--- config.mk ---
export PLATFORM = sky130hd
export DESIGN_NAME = poly_ms_stream
export DESIGN_NICKNAME = d
export VERILOG_FILES = /design/src/rtl/poly_ms_stream.sv
export SDC_FILE = /design/constraint.sdc
export NUM_CORES = 1
export LEC_CHECK = 0
export ABC_AREA = 1
export BUFFER_PORTS_ARGS = -buffer_cell sky130_fd_sc_hd__buf_2
export CORE_MARGIN = 2
export CORE_UTILIZATION = 52
export CTS_CLUSTER_DIAMETER = 120
export DETAILED_ROUTE_END_ITERATION = 7
export GPL_ROUTABILITY_DRIVEN = 0
export HOLD_SLACK_MARGIN = 0.15
export PLACE_DENSITY = 0.78
export SLEW_MARGIN = 20
export SYNTH_ARGS = -nofsm -noshare
export SYNTH_HDL_FRONTEND = slang
export SYNTH_SLANG_ARGS = --single-unit
--- constraint.sdc ---
create_clock -name clk -period 3 [get_ports clk]
set_input_delay 0.15 -clock clk [delete_from_list [all_inputs] [get_ports clk]]
set_output_delay 0.15 -clock clk [all_outputs]
set_load 0.01 [all_outputs]
--- src/rtl/poly_ms_stream.sv ---
`default_nettype none
// ============================================================================
// Module   : poly_ms_stream
// Purpose  : Sequencer for polynomial-wise modular subtraction
//            c[i] = (a[i] - b[i]) mod q. Issues shared reads to the a/b
//            RAMs, aligns returning data with its address across RD_LAT
//            cycles, computes the result and writes it to the c RAM.
// Revision : 1.0 - initial release
// ============================================================================
module poly_ms_stream #(
  parameter int N      = 256,
  parameter int DW     = 24,
  parameter int AW     = 8,
  parameter int RD_LAT = 1
) (
  input  logic          clk,
  input  logic          rst,
  input  logic          i_start,
  input  logic          i_abort,
  input  logic [DW-1:0] i_q,
  input  logic [4:0]    i_q_width,
  output logic          o_rd_en,
  output logic [AW-1:0] o_rd_addr,
  input  logic [DW-1:0] i_a_rdata,
  input  logic [DW-1:0] i_b_rdata,
  output logic          o_wr_en,
  output logic [AW-1:0] o_wr_addr,
  output logic [DW-1:0] o_wr_data,
  output logic          o_busy,
  output logic          o_done
);

  localparam logic [1:0]    c_ST_IDLE  = 2'd0;
  localparam logic [1:0]    c_ST_RUN   = 2'd1;
  localparam logic [1:0]    c_ST_DRAIN = 2'd2;
  localparam logic [1:0]    c_ST_DONE  = 2'd3;
  localparam logic [AW-1:0] c_LAST     = AW'(N - 1);
  localparam logic [DW:0]   c_ONE      = (DW+1)'(1);

  logic [1:0]    r_state;
  logic [1:0]    w_next;
  logic [AW-1:0] r_addr;
  logic [DW-1:0] r_q;
  logic [4:0]    r_qw;
  logic          w_abort;

  // Valid/address delay line: stage RD_LAT-1 lines up with returning rdata
  logic [RD_LAT-1:0] r_vld;
  logic [AW-1:0]     r_vaddr [RD_LAT];

  logic          r_wr_en;
  logic [AW-1:0] r_wr_addr;
  logic [DW-1:0] r_wr_data;

  logic [DW:0]   w_d;
  logic [DW:0]   w_mask;
  logic          w_borrow;
  logic [DW-1:0] w_sum;
  logic [DW-1:0] w_r;

  // Abort only has meaning while an operation is in flight
  assign w_abort = i_abort && (r_state == c_ST_RUN || r_state == c_ST_DRAIN);

  // State register
  always_ff @(posedge clk) begin
    if (rst) r_state <= c_ST_IDLE;
    else     r_state <= w_next;
  end

  // Next-state logic
  always_comb begin
    w_next = r_state;
    case (r_state)
      c_ST_IDLE:  if (i_start) w_next = c_ST_RUN;
      c_ST_RUN: begin
        if (i_abort)               w_next = c_ST_IDLE;
        else if (r_addr == c_LAST) w_next = c_ST_DRAIN;
      end
      c_ST_DRAIN: begin
        if (i_abort)                              w_next = c_ST_IDLE;
        else if (r_wr_en && r_wr_addr == c_LAST) w_next = c_ST_DONE;
      end
      default:    w_next = c_ST_IDLE;
    endcase
  end

  // Output decode from state
  always_comb begin
    o_rd_en   = (r_state == c_ST_RUN);
    o_rd_addr = r_addr;
    o_busy    = (r_state == c_ST_RUN) || (r_state == c_ST_DRAIN);
    o_done    = (r_state == c_ST_DONE);
  end

  // Read address counter; returns to 0 whenever RUN is left
  always_ff @(posedge clk) begin
    if (rst)                                             r_addr <= '0;
    else if (r_state == c_ST_RUN && w_next != c_ST_RUN)  r_addr <= '0;
    else if (r_state == c_ST_RUN)                        r_addr <= r_addr + AW'(1);
  end

  // Modulus and borrow bit index are captured when start is accepted
  always_ff @(posedge clk) begin
    if (rst) begin
      r_q  <= '0;
      r_qw <= '0;
    end else if (r_state == c_ST_IDLE && i_start) begin
      r_q  <= i_q;
      r_qw <= i_q_width;
    end
  end

  // Delay line carrying read strobe and address to the data-return cycle
  always_ff @(posedge clk) begin
    if (rst || w_abort) begin
      r_vld <= '0;
      for (int i = 0; i < RD_LAT; i++) r_vaddr[i] <= '0;
    end else begin
      r_vld[0]   <= o_rd_en;
      r_vaddr[0] <= o_rd_addr;
      for (int i = 1; i < RD_LAT; i++) begin
        r_vld[i]   <= r_vld[i-1];
        r_vaddr[i] <= r_vaddr[i-1];
      end
    end
  end

  // Subtract with wrap, then add q back when the borrow bit is set
  always_comb begin
    w_d      = {1'b0, i_a_rdata} - {1'b0, i_b_rdata};
    w_mask   = c_ONE << r_qw;
    w_borrow = |(w_d & w_mask);
    w_sum    = w_d[DW-1:0] + r_q;
    w_r      = w_borrow ? w_sum : w_d[DW-1:0];
  end

  // Result register; wr_data holds when no write is issued
  always_ff @(posedge clk) begin
    if (rst) begin
      r_wr_en   <= 1'b0;
      r_wr_addr <= '0;
      r_wr_data <= '0;
    end else if (w_abort) begin
      r_wr_en   <= 1'b0;
    end else begin
      r_wr_en <= r_vld[RD_LAT-1];
      if (r_vld[RD_LAT-1]) begin
        r_wr_addr <= r_vaddr[RD_LAT-1];
        r_wr_data <= w_r;
      end
    end
  end

  assign o_wr_en   = r_wr_en;
  assign o_wr_addr = r_wr_addr;
  assign o_wr_data = r_wr_data;

endmodule
`default_nettype wire

After elaboration in Yosys (flattened, before gate mapping)
Memory sizes are Yosys's and may differ from the RTL's. A register that Yosys moved wholly into a read port is not among the register bits.
Index checks and enable logic that the tools add are counted.
W data, S select, Z words.
{ "totals": {"regBits": 65, "mem_bits_rw": 8, "input_bits": 81, "out_inout_bits": 44, "n_memories": 1} }
{ "op_classes": {"add_sub_neg": 3, "eq_ne": 6, "shifts": 1, "n_mux": 12, "bitwise_logic": 2, "reduce_logical": 12} }
{ "memory_table": {"columns": ["memory", "words", "width", "read_ports", "rd_ports_with_merged_regs", "wr", "line", "source"], "rows": [
  ["r_vaddr", 1, 8, 1, 1, 1, "49", "logic [AW-1:0] r_vaddr [RD_LAT];"]
]} }
{ "ops": {"columns": ["operator", "n"], "rows": [
  ["$and A25 B25 Y25", 1],
  ["$reduce_or A25 Y1", 1],
  ["$shl A1 B5 Y25 const A", 1],
  ["$sub A24 B24 Y25", 1],
  ["$add A24 B24 Y24", 1],
  ["$mux W24", 1],
  ["$eq A8 B8 Y1 const B", 2],
  ["$mux W2", 5],
  ["$add A8 B1 Y8 const B", 1],
  ["$mux W8", 1],
  ["$reduce_or A8 Y1", 1],
  ["$pmux W2 S3", 1],
  ["$eq A2 B2 Y1 const B", 2],
  ["$logic_and A1 B1 Y1", 4],
  ["$mux W1", 4],
  ["$reduce_or A2 Y1", 2],
  ["$eq A2 B1 Y1 const B", 1],
  ["$logic_not A2 Y1", 1],
  ["$logic_or A1 B1 Y1", 2],
  ["$ne A2 B1 Y1 const B", 1],
  ["$reduce_and A2 Y1", 1],
  ["$not A1 Y1", 1]
]} }

Logic depth before layout (Yosys ltp)
{ "depth": {"ltp_word": 8, "ltp_mapped": 26, "depth_no_buf": 26} }

Worst setup path after synthesis
OpenSTA, ideal clock, no wires.
{ "synth_timing": {"path_type": "in2reg", "startpoint": "input port i_a_rdata[0]", "endpoint": "register r_wr_data[19] (netlist: o_wr_data[19])", "setup_time_ns": 0.116, "arrival_ns": 2.842, "required_ns": 2.884, "path_slack_ns": 0.041, "stages": 24, "path_cell_list": "inv_1 -> ha_1 -> inv_1 -> fa_1 -> nand3_1 -> nand3_2 -> nand2_1 -> nand2_1 -> xor2_1 -> ha_1 -> inv_1 -> o21ai_0 -> a21oi_1 -> nand2_1 -> a21boi_0 -> o21ai_0 -> nand2_1 -> nand2_1 -> nand2_1 -> nand2_1 -> inv_1 -> o21ai_0 -> nand3_1 -> a21oi_1"} }
{ "synth_via": {"elab_chain_len": 4} }
{ "synth_lines": {"columns": ["item", "line", "source"], "rows": [
  ["from (decl)", "24", "input logic [DW-1:0] i_a_rdata,"],
  ["$sub A24 B24 Y25 (*)", "130", "w_d = {1'b0, i_a_rdata} - {1'b0, i_b_rdata};"],
  ["branches (longest 2 deep; another with $add A24 B24 Y24)", null, null],
  ["$mux W24 (*)", "134", "w_r = w_borrow ? w_sum : w_d[DW-1:0];"],
  ["to (signal assigned)", "149", "r_wr_data <= w_r;"],
  ["to (decl)", "53", "logic [DW-1:0] r_wr_data;"]
]} }
Mark *: on every way between the ends.
A chain may end at the register's enable or synchronous reset.

Worst setup path after layout
{ "layout_timing": {"startpoint": "input port i_a_rdata[0]", "endpoint": "register r_wr_data[17] (netlist: o_wr_data[17])"} }
Same word-level chain as after synthesis.

==> flow_summary.toml <==
[status]
outcome = "finished, final reports clean"

[timing]
slew_viol_final = 0
layout_worst_path_cycle_share_pct = 97.3
max_freq_mhz = 342
holdWs_ps = 229
slew_headroom_pct = 38.6
layout_setup_ws_ps = 79.7
tns_ps = 0
fin_worst_skew_ps = 10.5
hold_viol_final = 0
tightest_slew_ps = 920
finalCriticalPeriod_ps = 2920
setup_viol = 0
rsz0062_at_grt = "yes"

[synth]
ys_async_sr_fraction_pct = 0
yosysMostFrequentCell = "nand2_1"
synth.area.top_cells = "dfxtp_1 (23%), nand2_1 (14%), inv_1 (10%)"
seq_area_frac_synth_pct = 23.1
synth_top_cells_by_count = "nand2_1 (267), inv_1 (191), nor2_1 (120), nand3_1 (97), dfxtp_1 (81)"
synth_flop_cell = "dfxtp_1"
yosysTopAreaCell = "dfxtp_1"
avgSynthCellArea_um2 = 6.19
synth_area_mm2 = 0.00702
synthAdderAreaFrac_pct = 10.6
synth_cells = 1134
synth_edf_count = 0
synth_top_area_share_pct = 23.1
synth_xor_area_share_pct = 3.87
synthSimpleGateAreaFrac_pct = 35.0
yosys-mux-area-fraction_pct = 0
yosys_warnings = 0
synth_nets = 1273
yosysUniqueCellTypes = 39
synth-seq-cells = 81
synth_compound_area_share_pct = 13.7
synth_top_family_by_area = "simple AND/OR/NAND/NOR gates"

[layout]
utilization_pct = 73.6
areaGrowthSynthToFinish_pct = 38.3
drive_gt1_share_pct = 26.3
n_antenna_cell = 0
nets = 1541
nFillCells = 1058

[worst_setup_path]
crit_path_start_kind = "primary input"
cpMaxStageDelayCell = "fa_2"
cp.required_ps = 3220
path_max_fanout = 4
crit_path_cell_trace = "buf_6 > inv_4 > ha_4 > inv_4 > fa_2 > nand3_2 > nand3_4 > nand2_1 > nand2_2 > xor2_2 > ha_4 > inv_1 > o21bai_1 > a31oi_1 > o21ai_1 > a21oi_1 > nor2_1 > nor2_1 > xor2_1 > o21ai_0 > nand3_1 > a21oi_1"
arrival_ps = 3140
critPathLaunch = "i_a_rdata[0]"
crit_path_end_kind = "flip-flop"
cp_slowest_stage_delay_ps = 410
crit_type = "in2reg"
timing.rr.start = "r_qw[3]"

[clocking]
cts_buffers = 9
h-tree-depth = 3
root_buffer = "clkbuf_16"
clockBufferDepth = 2
cts_tree = "done"
numClockSinks = 81
clkLatencyLatePin_ps = 360
clkSlewWorstSetupHoldPaths_ps = 70

[routing]
vias = 8499
ant_nets = 0
dr.pass1.iters = 6
routedWlPerCell_um = 14.6
drt_iter0_markers = 705
totalWireLength_mm = 23.2
drc_errors = 0
viasPerCell = 5.37

[grt]
grt_pass1_vias = 7892
overflow = 0
grt_pass1_wl_mm = 35.3
grt_max_degree = 37
grtUsageTotal_pct = 30.3
antenna_found_initial = 0

[min_path]
hold_start = "i_start"
hold_class = "in2reg"

[floorplan]
die_x_um = 120
coreArea_mm2 = 0.0132
start_util_pct = 53.2
num_io_pins = 125
num_rows = 42
die_h_um = 120
dieArea_mm2 = 0.0144

[pwr]
leakage_uw = 0.00506
p_comb_share_pct = 49.7
power.internal_uw = 2800
switching_share_pct = 40.0
ir_worst_vdd_v = 0.000308
power_frac_seq_pct = 26.1
clockPowerShare_pct = 24.2
p_per_area_mw_per_mm2 = 481
switchingPower_uw = 1870

[placed_design]
io_buffers = 124
hpwlAfterDp_mm = 16.5
dp_slack_ps = -505

[flow_run]
drv_cap = 0
[cells in the final DEF, fill, tap and decap left out, types with 15 or more instances in the layout]
| master | instances |
|---|---|
| inv_1 | 188 |
| dlygate4sd3_1 | 30 |
| nor3_1 | 25 |
| nand2_1 | 250 |
| buf_2 | 123 |
| dfxtp_1 | 81 |
| o21ai_0 | 63 |
| buf_4 | 130 |
| ha_4 | 22 |
| ha_1 | 31 |
| a21oi_1 | 74 |
| nand2_2 | 21 |
| nor2_1 | 115 |
| xor2_1 | 22 |
| nand4_1 | 15 |
| nand3_1 | 92 |
[flip-flops by register name (all words and copies together) (netlist names)]
name and count:
r_vaddr 8, o_rd_addr 8, o_wr_addr 8, o_wr_en 1, r_vld 1, o_wr_data 24
r_q 24, r_qw 5, r_state 2
[worst max-delay path: cells and delay by family]
kind | cells | cell delay [ps]
buf+inv | 4 | 270
compound gates | 6 | 910
simple gates | 7 | 650
fa+ha+maj | 3 | 780
xor+xnor | 2 | 370
[metrics by stage]
stage          power (uW)  instance area [um2]  instances
5_1_grt              4930                 9700       1583
6_report             4660                 9700       1583
3_3_place_gp         3220                 8580       1532
4_1_cts              4430                 9220       1578
2_1_floorplan        2450                 7020       1134
3_5_place_dp         3250                 8580       1532
[kinds of logic after synthesis]
group / Yosys count
xor gates and xnor gates: 31
buffers and inverters: 222
and+or+nand+nor: 563
DFF: 81
AOI/OAI and AO/OA: 179
adders and majority gates: 58
[per-layer routing]
layer | wire length [um] | global-route usage, % | vias up | part of all wire, %
met5 | 0 | 0 | - | 0
met4 | 1320 | 17.4 | 0 | 5.7
met3 | 1660 | 4.81 | 106 | 7.2
met2 | 10800 | 50.6 | 393 | 47
met1 | 9360 | 37.0 | 3835 | 40
li1 | - | - | 4165 | -
[power groups by stage]
stage                     Combinational [uW]  Sequential (uW)  Clock (uW)
after floorplan                         1220             1230           0
after global placement                  1990             1230           0
after detailed placement                2020             1230           0
after CTS                               2080             1210        1140
after global routing                    2530             1220        1180
final                                   2320             1220        1130
[worst paths after layout]
| check | endpoint | slack (ps) | cells after the start |
|---|---|---|---|
| max | o_wr_data[17] | 80 | 22 |
| min | r_state[0] | 230 | 3 |
| max reg2reg | o_wr_data[0] | 410 | 11 |
| min reg2reg | o_wr_data[8] | 460 | 2 |
[cell type report]
type / count / area, um2 / share of cell area (%)
clock buffers: 9 / 225 / 2.32
clock inverters: 7 / 78.8 / 0.812
inverters: 193 / 729 / 7.52
multi-input cells: 831 / 4890 / 50.4
flip-flops and latches: 81 / 1620 / 16.7
well taps: 176 / 220 / 2.27
repair buffers: 286 / 1930 / 19.9
[repair_timing]
action	4_1_cts	5_1_grt
endpoints found under the setup margin	5	15
hold buffers	30	0
buffers inserted	0	5
gates resized for setup	9	82
endpoints found under the hold margin	30	0
pin swaps	1	29
(Power assumes the default switching activity.)
